--- src/rtl/fft_pkg.sv ---
// Shared widths, latency and fixed-point helpers for the FFT butterfly datapath.
// Helpers work on a wide signed accumulator type so one copy serves every width.
package fft_pkg;

  localparam int DATA_W       = 16;
  localparam int TW_W         = 16;
  localparam int BFLY_LATENCY = 4;

  // Wide enough for a full WIDTH+TW_WIDTH product plus guard bits at 16-bit widths.
  localparam int ACC_W  = 40;
  localparam int WORD_W = 2 * ACC_W;

  typedef logic signed [ACC_W-1:0] acc_t;
  typedef logic        [WORD_W-1:0] word_t;

  localparam acc_t ACC_ONE = {{(ACC_W-1){1'b0}}, 1'b1};

  // Upper half of a packed {re, im} word of 2*w bits, sign-extended.
  function automatic acc_t re_field(input word_t word, input int w);
    acc_t r;
    r = '0;
    for (int i = 0; i < ACC_W; i++) begin
      if (i < w) begin
        r[i] = word[w + i];
      end else begin
        r[i] = word[2 * w - 1];
      end
    end
    return r;
  endfunction

  // Lower half of a packed {re, im} word of 2*w bits, sign-extended.
  function automatic acc_t im_field(input word_t word, input int w);
    acc_t r;
    r = '0;
    for (int i = 0; i < ACC_W; i++) begin
      if (i < w) begin
        r[i] = word[i];
      end else begin
        r[i] = word[w - 1];
      end
    end
    return r;
  endfunction

  // Arithmetic right shift by sh, rounding half up (adds the last discarded bit's weight).
  function automatic acc_t round_shr(input acc_t x, input int sh);
    acc_t bias;
    bias = '0;
    if (sh > 0) begin
      bias[sh - 1] = 1'b1;
    end else begin
      bias = '0;
    end
    return (x + bias) >>> sh;
  endfunction

  // Clamp to the signed range of a w-bit two's complement number.
  function automatic acc_t sat_to_width(input acc_t x, input int w);
    acc_t hi;
    acc_t lo;
    acc_t r;
    hi        = '0;
    hi[w - 1] = 1'b1;
    lo        = -hi;
    hi        = hi - ACC_ONE;
    if (x > hi) begin
      r = hi;
    end else if (x < lo) begin
      r = lo;
    end else begin
      r = x;
    end
    return r;
  endfunction

endpackage

--- src/rtl/butterfly_pipe_if.sv ---
// Beat-level handshake bundle of butterfly_pipe: input legs/twiddle/scale and output legs.
interface butterfly_pipe_if
  import fft_pkg::*;
#(
  parameter int WIDTH    = DATA_W,
  parameter int TW_WIDTH = TW_W
);

  logic                    in_valid;
  logic                    in_ready;
  logic [2*WIDTH-1:0]      a;
  logic [2*WIDTH-1:0]      b;
  logic [2*TW_WIDTH-1:0]   twiddle;
  logic                    scale;
  logic                    out_valid;
  logic                    out_ready;
  logic [2*WIDTH-1:0]      aout;
  logic [2*WIDTH-1:0]      bout;

  modport slave (
    input  in_valid, a, b, twiddle, scale, out_ready,
    output in_ready, out_valid, aout, bout
  );

  modport master (
    output in_valid, a, b, twiddle, scale, out_ready,
    input  in_ready, out_valid, aout, bout
  );

endinterface

--- src/rtl/cmult_pipe.sv ---
// Two-stage pipelined complex multiply b*w: raw partial products, then combine and
// rescale to Q1.(WIDTH-1) in WIDTH+2 bits so that (-1)*(-1) stays representable.
module cmult_pipe
  import fft_pkg::*;
#(
  parameter int WIDTH    = DATA_W,
  parameter int TW_WIDTH = TW_W
) (
  input  logic                     clk,
  input  logic                     reset_n,
  input  logic                     en,
  input  logic [2*WIDTH-1:0]       b,
  input  logic [2*TW_WIDTH-1:0]    w,
  output logic signed [WIDTH+1:0]  p_re,
  output logic signed [WIDTH+1:0]  p_im
);

  localparam int PW = WIDTH + TW_WIDTH;

  acc_t b_re_x;
  acc_t b_im_x;
  acc_t w_re_x;
  acc_t w_im_x;

  logic signed [PW-1:0]    rr_d, rr_q;
  logic signed [PW-1:0]    ii_d, ii_q;
  logic signed [PW-1:0]    ri_d, ri_q;
  logic signed [PW-1:0]    ir_d, ir_q;
  logic signed [PW:0]      sum_re_s;
  logic signed [PW:0]      sum_im_s;
  logic signed [WIDTH+1:0] p_re_d, p_re_q;
  logic signed [WIDTH+1:0] p_im_d, p_im_q;

  // Products and combine; the extra sum bit keeps rr-ii exact before rescaling.
  always_comb begin
    b_re_x   = re_field(word_t'(b), WIDTH);
    b_im_x   = im_field(word_t'(b), WIDTH);
    w_re_x   = re_field(word_t'(w), TW_WIDTH);
    w_im_x   = im_field(word_t'(w), TW_WIDTH);
    sum_re_s = (PW+1)'(rr_q) - (PW+1)'(ii_q);
    sum_im_s = (PW+1)'(ri_q) + (PW+1)'(ir_q);
    if (en) begin
      rr_d   = PW'(b_re_x * w_re_x);
      ii_d   = PW'(b_im_x * w_im_x);
      ri_d   = PW'(b_re_x * w_im_x);
      ir_d   = PW'(b_im_x * w_re_x);
      p_re_d = (WIDTH+2)'(round_shr(acc_t'(sum_re_s), TW_WIDTH - 1));
      p_im_d = (WIDTH+2)'(round_shr(acc_t'(sum_im_s), TW_WIDTH - 1));
    end else begin
      rr_d   = rr_q;
      ii_d   = ii_q;
      ri_d   = ri_q;
      ir_d   = ir_q;
      p_re_d = p_re_q;
      p_im_d = p_im_q;
    end
  end

  // Product and combine stage registers.
  always_ff @(posedge clk or negedge reset_n) begin
    if (!reset_n) begin
      rr_q   <= '0;
      ii_q   <= '0;
      ri_q   <= '0;
      ir_q   <= '0;
      p_re_q <= '0;
      p_im_q <= '0;
    end else begin
      rr_q   <= rr_d;
      ii_q   <= ii_d;
      ri_q   <= ri_d;
      ir_q   <= ir_d;
      p_re_q <= p_re_d;
      p_im_q <= p_im_d;
    end
  end

  assign p_re = p_re_q;
  assign p_im = p_im_q;

endmodule

--- src/rtl/butterfly_pipe.sv ---
// Pipelined radix-2 DIT butterfly A' = A + B*W, B' = A - B*W with valid/ready flow
// control, per-beat divide-by-2, saturation and a sticky overflow flag.
module butterfly_pipe
  import fft_pkg::*;
#(
  parameter int WIDTH    = DATA_W,
  parameter int TW_WIDTH = TW_W
) (
  input  logic            clk,
  input  logic            reset_n,
  input  logic            clr_ovf,
  butterfly_pipe_if.slave bus,
  output logic            ovf
);

  localparam int DW  = 2 * WIDTH;
  localparam int TWW = 2 * TW_WIDTH;

  logic           adv_s;

  logic           s1_valid_d, s1_valid_q;
  logic [DW-1:0]  s1_a_d, s1_a_q;
  logic [DW-1:0]  s1_b_d, s1_b_q;
  logic [TWW-1:0] s1_w_d, s1_w_q;
  logic           s1_scale_d, s1_scale_q;
  logic           s2_valid_d, s2_valid_q;
  logic [DW-1:0]  s2_a_d, s2_a_q;
  logic           s2_scale_d, s2_scale_q;
  logic           s3_valid_d, s3_valid_q;
  logic [DW-1:0]  s3_a_d, s3_a_q;
  logic           s3_scale_d, s3_scale_q;

  logic signed [WIDTH+1:0] p_re_s;
  logic signed [WIDTH+1:0] p_im_s;

  acc_t           a_re_x;
  acc_t           a_im_x;
  acc_t           raw_x [4];
  acc_t           scl_x [4];
  acc_t           sat_x [4];
  logic           sat_any_s;

  logic           out_valid_d, out_valid_q;
  logic [DW-1:0]  aout_d, aout_q;
  logic [DW-1:0]  bout_d, bout_q;
  logic           ovf_d, ovf_q;

  // One global advance: every stage moves together, bubbles included.
  always_comb begin
    adv_s = !out_valid_q || bus.out_ready;
    if (adv_s) begin
      s1_valid_d = bus.in_valid;
      s1_a_d     = bus.a;
      s1_b_d     = bus.b;
      s1_w_d     = bus.twiddle;
      s1_scale_d = bus.scale;
      s2_valid_d = s1_valid_q;
      s2_a_d     = s1_a_q;
      s2_scale_d = s1_scale_q;
      s3_valid_d = s2_valid_q;
      s3_a_d     = s2_a_q;
      s3_scale_d = s2_scale_q;
    end else begin
      s1_valid_d = s1_valid_q;
      s1_a_d     = s1_a_q;
      s1_b_d     = s1_b_q;
      s1_w_d     = s1_w_q;
      s1_scale_d = s1_scale_q;
      s2_valid_d = s2_valid_q;
      s2_a_d     = s2_a_q;
      s2_scale_d = s2_scale_q;
      s3_valid_d = s3_valid_q;
      s3_a_d     = s3_a_q;
      s3_scale_d = s3_scale_q;
    end
  end

  cmult_pipe #(
    .WIDTH    (WIDTH),
    .TW_WIDTH (TW_WIDTH)
  ) u_cmult (
    .clk     (clk),
    .reset_n (reset_n),
    .en      (adv_s),
    .b       (s1_b_q),
    .w       (s1_w_q),
    .p_re    (p_re_s),
    .p_im    (p_im_s)
  );

  // Output stage: sum/difference, optional halving, saturation and the overflow update.
  always_comb begin
    a_re_x    = re_field(word_t'(s3_a_q), WIDTH);
    a_im_x    = im_field(word_t'(s3_a_q), WIDTH);
    raw_x[0]  = a_re_x + acc_t'(p_re_s);
    raw_x[1]  = a_im_x + acc_t'(p_im_s);
    raw_x[2]  = a_re_x - acc_t'(p_re_s);
    raw_x[3]  = a_im_x - acc_t'(p_im_s);
    sat_any_s = 1'b0;
    for (int k = 0; k < 4; k++) begin
      if (s3_scale_q) begin
        scl_x[k] = round_shr(raw_x[k], 32'sd1);
      end else begin
        scl_x[k] = raw_x[k];
      end
      sat_x[k]  = sat_to_width(scl_x[k], WIDTH);
      sat_any_s = sat_any_s | (sat_x[k] != scl_x[k]);
    end

    if (adv_s) begin
      out_valid_d = s3_valid_q;
      aout_d      = {WIDTH'(sat_x[0]), WIDTH'(sat_x[1])};
      bout_d      = {WIDTH'(sat_x[2]), WIDTH'(sat_x[3])};
    end else begin
      out_valid_d = out_valid_q;
      aout_d      = aout_q;
      bout_d      = bout_q;
    end

    // A clear in the same cycle as a saturating beat leaves the flag low.
    if (clr_ovf) begin
      ovf_d = 1'b0;
    end else if (adv_s && s3_valid_q && sat_any_s) begin
      ovf_d = 1'b1;
    end else begin
      ovf_d = ovf_q;
    end
  end

  // Pipeline, output and flag registers.
  always_ff @(posedge clk or negedge reset_n) begin
    if (!reset_n) begin
      s1_valid_q  <= 1'b0;
      s1_a_q      <= '0;
      s1_b_q      <= '0;
      s1_w_q      <= '0;
      s1_scale_q  <= 1'b0;
      s2_valid_q  <= 1'b0;
      s2_a_q      <= '0;
      s2_scale_q  <= 1'b0;
      s3_valid_q  <= 1'b0;
      s3_a_q      <= '0;
      s3_scale_q  <= 1'b0;
      out_valid_q <= 1'b0;
      aout_q      <= '0;
      bout_q      <= '0;
      ovf_q       <= 1'b0;
    end else begin
      s1_valid_q  <= s1_valid_d;
      s1_a_q      <= s1_a_d;
      s1_b_q      <= s1_b_d;
      s1_w_q      <= s1_w_d;
      s1_scale_q  <= s1_scale_d;
      s2_valid_q  <= s2_valid_d;
      s2_a_q      <= s2_a_d;
      s2_scale_q  <= s2_scale_d;
      s3_valid_q  <= s3_valid_d;
      s3_a_q      <= s3_a_d;
      s3_scale_q  <= s3_scale_d;
      out_valid_q <= out_valid_d;
      aout_q      <= aout_d;
      bout_q      <= bout_d;
      ovf_q       <= ovf_d;
    end
  end

  assign bus.in_ready  = adv_s;
  assign bus.out_valid = out_valid_q;
  assign bus.aout      = aout_q;
  assign bus.bout      = bout_q;
  assign ovf           = ovf_q;

endmodule
--- src/flat_wrapper.sv ---
// flat-port wrapper written by rule: the top's interface ports become plain ports
module butterfly_pipe_flat import fft_pkg::*;
#(
  parameter int WIDTH    = DATA_W,
  parameter int TW_WIDTH = TW_W
)
  (clk, reset_n, clr_ovf, ovf, bus_in_valid, bus_a, bus_b, bus_twiddle, bus_scale, bus_out_ready, bus_in_ready, bus_out_valid, bus_aout, bus_bout);
  butterfly_pipe_if #(.WIDTH(WIDTH), .TW_WIDTH(TW_WIDTH)) bus_i ();
  input  logic clk;
  input  logic reset_n;
  input  logic clr_ovf;
  output logic ovf;
  input wire logic [$bits(bus_i.in_valid)-1:0] bus_in_valid;
  input wire logic [$bits(bus_i.a)-1:0] bus_a;
  input wire logic [$bits(bus_i.b)-1:0] bus_b;
  input wire logic [$bits(bus_i.twiddle)-1:0] bus_twiddle;
  input wire logic [$bits(bus_i.scale)-1:0] bus_scale;
  input wire logic [$bits(bus_i.out_ready)-1:0] bus_out_ready;
  output wire logic [$bits(bus_i.in_ready)-1:0] bus_in_ready;
  output wire logic [$bits(bus_i.out_valid)-1:0] bus_out_valid;
  output wire logic [$bits(bus_i.aout)-1:0] bus_aout;
  output wire logic [$bits(bus_i.bout)-1:0] bus_bout;
  assign bus_i.in_valid = bus_in_valid;
  assign bus_i.a = bus_a;
  assign bus_i.b = bus_b;
  assign bus_i.twiddle = bus_twiddle;
  assign bus_i.scale = bus_scale;
  assign bus_i.out_ready = bus_out_ready;
  assign bus_in_ready = bus_i.in_ready;
  assign bus_out_valid = bus_i.out_valid;
  assign bus_aout = bus_i.aout;
  assign bus_bout = bus_i.bout;
  butterfly_pipe #(.WIDTH(WIDTH), .TW_WIDTH(TW_WIDTH)) u_core (.clk(clk), .reset_n(reset_n), .clr_ovf(clr_ovf), .bus(bus_i), .ovf(ovf));
endmodule
--- config.mk ---
export PLATFORM = sky130hd
export DESIGN_NAME = butterfly_pipe_flat
export DESIGN_NICKNAME = d
export VERILOG_FILES = /design/src/rtl/fft_pkg.sv /design/src/rtl/butterfly_pipe_if.sv /design/src/rtl/cmult_pipe.sv /design/src/rtl/butterfly_pipe.sv /design/src/flat_wrapper.sv
export SDC_FILE = /design/constraint.sdc
export NUM_CORES = 2
export LEC_CHECK = 0
export BUFFER_PORTS_ARGS = -buffer_cell sky130_fd_sc_hd__buf_2
export CORE_UTILIZATION = 65
export DETAILED_ROUTE_END_ITERATION = 12
export PLACE_DENSITY = 0.83
export SYNTH_ARGS = -nofsm -noshare
export SYNTH_HDL_FRONTEND = slang
export SYNTH_SLANG_ARGS = --single-unit
--- constraint.sdc ---
create_clock -name clk -period 13.05 [get_ports clk]
set_input_delay 1.9575 -clock clk [delete_from_list [all_inputs] [get_ports clk]]
set_output_delay 1.9575 -clock clk [all_outputs]
set_load 0.05 [all_outputs]
# [After elaboration in Yosys (flattened, before gate mapping)]
# Cells that the tools add are included.
# W data, S select, Z words.
[totals] register_bits=396 in_bits=102 out_inout_bits=67 word_cells=75
[op_classes] n_addsub=12 multipliers=4 n_lt_le_gt_ge=8 eq_ne=4 muxes=18 n_bitwise=3 reduce_logical=5
[op_table] op="$mux W40" n=12
[op_table] op="$add A40 B40 Y40" n=4
[op_table] op="$gt A40 B16 Y1 const B" n=4
[op_table] op="$lt A40 B16 Y1 const B" n=4
[op_table] op="$ne A40 B40 Y1" n=4
[op_table] op="$mul A16 B16 Y32" n=4
[op_table] op="$add A33 B33 Y33" n=2
[op_table] op="$mux W39" n=1
[op_table] op="$add A16 B18 Y19" n=2
[op_table] op="$sub A16 B18 Y19" n=2
[op_table] op="$add A32 B32 Y33" n=1
[op_table] op="$sub A32 B32 Y33" n=1
[op_table] op="$mux W32" n=1
[op_table] op="$mux W1" n=4
[op_table] op="$or A1 B1 Y1" n=3
[op_table] op="$logic_and A1 B1 Y1" n=2
[op_table] op="$reduce_bool A2 Y1" n=1
[op_table] op="$logic_not A1 Y1" n=1
[op_table] op="$logic_or A1 B1 Y1" n=1

# [Depth between registers and ports, before layout]
[logic_depth] word_depth=13 mapped_depth=28 ltp_nobuf=27

# [By module]
# A second synthesis with hierarchy kept.
[unflattened] cells_unflattened=7203 area_unflattened_um2=64531.9
[modules_own_cells] module="cmult_pipe" n_inst=1 cells_per_inst=5129 area_each_um2=48078.6 seq_area_each_um2=4103.9
[modules_own_cells] module="butterfly_pipe" n_inst=1 cells_per_inst=2074 area_each_um2=16453.3 seq_area_each_um2=5805.6

# [Worst setup path after synthesis]
# No wires, ideal clock.
[synth_path] path_kind="flip-flop to flip-flop" from="register u_core.s1_b_q[10]" to="register u_core.u_cmult.ir_q[31]" setup_time_ns=0.133 t_arrival_ns=6.347 required_ns=12.917 slack_ns=6.570 stages_incl_launch_ff=28 n_path_buf=1 period_less_slack_ns=6.480 cell_sequence="dfrtp_1 > clkbuf_1 > nand2_1 > fa_1 > inv_1 > fa_1 > inv_1 > fa_1 > fa_1 > inv_1 > fa_1 > inv_1 > fa_1 > inv_1 > ha_1 > a21o_1 > a21oi_1 > nor2b_1 > nor2_1 > o31a_1 > o21a_1 > a21oi_1 > a31o_2 > o41ai_1 > o2111ai_1 > a21oi_1 > xnor2_1 > o21ai_0"
[synth_via] elab_chain_cells=1
[synth_rtl] element="start, declared" line_no="butterfly_pipe.sv:23" text="logic [DW-1:0] s1_b_d, s1_b_q;"
[synth_rtl] element="start signal, assigned" line_no="butterfly_pipe.sv:135" text="s1_b_q <= '0;"
[synth_rtl] element="start signal, assigned" line_no="butterfly_pipe.sv:151" text="s1_b_q <= s1_b_d;"
[synth_rtl] element="$mul A16 B16 Y32" line_no="cmult_pipe.sv:46" text="ir_d = PW'(b_im_x * w_re_x);"
[synth_rtl] element="end signal, assigned" line_no="cmult_pipe.sv:72" text="ir_q <= ir_d;"
[synth_rtl] element="end, declared" line_no="cmult_pipe.sv:28" text="logic signed [PW-1:0] ir_d, ir_q;"
# No other way between the ends.
# A chain may end at the register's enable or synchronous reset.

# [Final worst setup path]
[layout_path] from="register u_core.s1_b_q[7]" to="register u_core.u_cmult.ir_q[29]"
# The elaborated chain is that of the path after synthesis.

==> results.yml <==
floorplan:
  rows: 114
  die_h_um: 314
  dieWidth_um: 314
  core_area_um2: 96700
  start_util_pct: 65.6
  dieArea_um2: 98800
  ios: 169
drt:
  via_count: 49838
  ant_nets: 0
  dr.pass1.iters: 6
  drcViolationCount: 0
  viasPerCell: 5.88
  wl_per_cell_um: 19.3
  initialDrtViolationCount: 4289
  wl_um: 164000
clock_network:
  cts_buffer_depth: 3
  cts_buffers: 48
  cts_hold_buffers: 0
  clk_pin_slew_ns: 0.06
  cts-resized-gates: 0
  cts-root-buf: "clkbuf_16"
  cts-htree-levels: 2
  cts_tree: "built"
  clock_latency_ns: 0.67
  cts.sinks: 396
  cts_setup_buffers: 0
logic_synthesis:
  syn_nets: 8891
  yosysTopAreaCell: "fa_1"
  synth_most_common_cell: "nand2_1"
  synth_edf_count: 0
  synth_area_leaders: "fa_1 (33%), dfrtp_1 (16%), ha_1 (10%)"
  syn_avg_cell_area_um2: 8.80
  yosysUniqueCellTypes: 105
  ys_warn_count: 0
  ys_async_sr_fraction_pct: 100
  yosysSeqAreaShare_pct: 15.6
  synth-seq-cells: 396
  syn-instance-count: 7207
  synth_area_um2: 63400
  yosysTopAreaCellShare_pct: 33.2
  synth-main-ff-cell: "dfrtp_1"
  synthTopCellsByCount: "nand2_1 (1276), inv_1 (1251), fa_1 (1052)"
worst_setup_path:
  critPathMaxFanout: 20
  r2r_start: "u_core.s1_b_q[7]$_DFFE_PN0N_"
  critPathLaunchType: "flop"
  critPathSlowestCell: "dfrtp_1"
  arrival_ns: 7.96
  crit_required_ns: 13.56
  rrSetupSlack_ns: 5.60
  critPathMostFrequentCell: "fa_1"
  cp-end-kind: "flop"
  crit_type: "flop to flop"
  critPathTopFamily: "adder cells"
  path_buf_inv: 6
  rr_worst_depth: 27
  cpPeakStageDelay_ns: 0.65
  r2r_end: "u_core.u_cmult.ir_q[29]$_DFFE_PN0N_"
layout:
  final_area_um2: 66800
  synthToLayoutAreaGrowth_pct: 5.31
  num_antenna_cells: 0
  final_nets: 8849
  fill_cells: 7422
  drive_above_1_share_pct: 5.64
timing:
  relSlewSlack_pct: 25.5
  min_period_over_period_pct: 57.1
  setup_tns_ns: 0
  finalCriticalPeriod_ns: 7.45
  rsz0062_at_grt: "no"
  skew_ns: 0.0424
  clock.fmax_mhz: 134
  worstMarginPinSlew_ns: 1.10
  fin_ws_ns: 5.60
  hold_violations: 0
  finalSetupViolations: 0
  final_max_slew_viol_count: 0
hold_path:
  hp-start: "u_core.s2_a_q[23]$_DFFE_PN0N_"
  min_path_cells: 2
  hold_end: "u_core.s2_a_q[23]$_DFFE_PN0N_"
  hp-class: "flop to flop"
placed_design:
  numPortBuffers: 168
  placed_area_um2: 65100
  place_ws_ns: 5.69
  gp_congestion: 0.926
  place.detailed.hpwl_um: 127000
grt:
  antenna_found_initial: 2
  grt-ovfl-total: 0
  grt_pass1_wl_um: 268000
  grt_max_degree: 119
  grt_usage_pct: 34.3
  grt_pass1_vias: 51874
job:
  cap_violations: 0
run_status:
  status: "completed"
[worst reg2reg max path: stages, from the launching register on]
cell and delay [ns]:
dfrtp_1 0.65, buf_4 0.35, nand2_1 0.12, fa_1 0.55, inv_1 0.05, fa_1 0.47
inv_1 0.05, fa_1 0.49, fa_1 0.55, inv_1 0.05, fa_1 0.47, inv_1 0.05
fa_1 0.47, inv_1 0.04, ha_1 0.33, a21o_1 0.21, a21oi_1 0.22, nor2b_1 0.09
nor2_1 0.17, o31a_1 0.17, o21a_1 0.11, a21oi_1 0.09, a31o_2 0.30, o41ai_1 0.58
o21ai_0 0.18, a21oi_1 0.21, xor2_1 0.20, a21oi_1 0.10
[layer usage]
layer / GRT usage, % / wire, um / up-vias / share of wire (%)
li1: - / - / 22368 / -
met1: 43.7 / 62600 / 24834 / 38
met2: 56.5 / 78200 / 2123 / 48
met3: 5.05 / 12300 / 511 / 7.5
met4: 19.4 / 10500 / 2 / 6.4
met5: 0 / 13 / - / 0.0079
[cells by family (layout without fill, tap and decap cells)]
| group | after synthesis | in the layout | synth area share, % |
|---|---|---|---|
| xor+xnor | 226 | 226 | 3.12 |
| compound gates | 934 | 934 | 9.73 |
| buf+inv | 1594 | 1591 | 9.61 |
| fa+ha+maj | 1582 | 1582 | 43.7 |
| mux | 17 | 17 | 0.274 |
| simple gates | 2458 | 2458 | 18.0 |
| flops | 396 | 396 | 15.6 |
[worst max-delay path by stage]
stage                                                     end  slack, ns  depth (start not counted)                           from
after floorplan           u_core.u_cmult.ir_q[31]$_DFFE_PN0N_       6.57                         27  u_core.s1_b_q[10]$_DFFE_PN0N_
after global placement    u_core.u_cmult.ir_q[30]$_DFFE_PN0N_       5.91                         26   u_core.s1_b_q[7]$_DFFE_PN0N_
after detailed placement  u_core.u_cmult.ir_q[29]$_DFFE_PN0N_       5.69                         27   u_core.s1_b_q[7]$_DFFE_PN0N_
after CTS                 u_core.u_cmult.ir_q[29]$_DFFE_PN0N_       5.73                         27   u_core.s1_b_q[7]$_DFFE_PN0N_
after global routing      u_core.u_cmult.ir_q[30]$_DFFE_PN0N_       5.22                         26   u_core.s1_b_q[7]$_DFFE_PN0N_
final                     u_core.u_cmult.ir_q[29]$_DFFE_PN0N_       5.60                         27   u_core.s1_b_q[7]$_DFFE_PN0N_
[placed cells by master (no fill, tap or decap), types with 144 or more instances in the layout]
cell     synthesis  layout
a21oi_1        252     252
dfrtp_1        396     395
nand2_1       1276    1276
o21ai_0        195     195
inv_1         1251    1250
buf_2            9     167
and2_1         428     428
xnor2_1        144     144
ha_1           530     530
fa_1          1052    1052
nor2_1         295     295
[through the flow]
| stage | hold slack (ns) | utilization (%) | instances |
|---|---|---|---|
| after global placement | 0.442 | 67.3 | 8391 |
| after floorplan | 0.430 | - | 7207 |
| after detailed placement | 0.455 | 67.3 | 8391 |
| final | 0.466 | 69.1 | 8480 |
| after CTS | 0.469 | 69.1 | 8480 |
| after global routing | 0.488 | 69.1 | 8480 |
[layout make-up]
type	instances	area (um^2)	area share, %
inverter	1253	4710	7.05
clock inverter	31	398	0.596
tap	1276	1600	2.39
timing repair buffer	249	1460	2.18
sequential	396	9910	14.8
clock buffer	58	1290	1.93
multi-input combinational	5217	47400	71.0
Power is not shown: default switching activity piles up to over one toggle a cycle in this logic, so the estimate is an artifact.
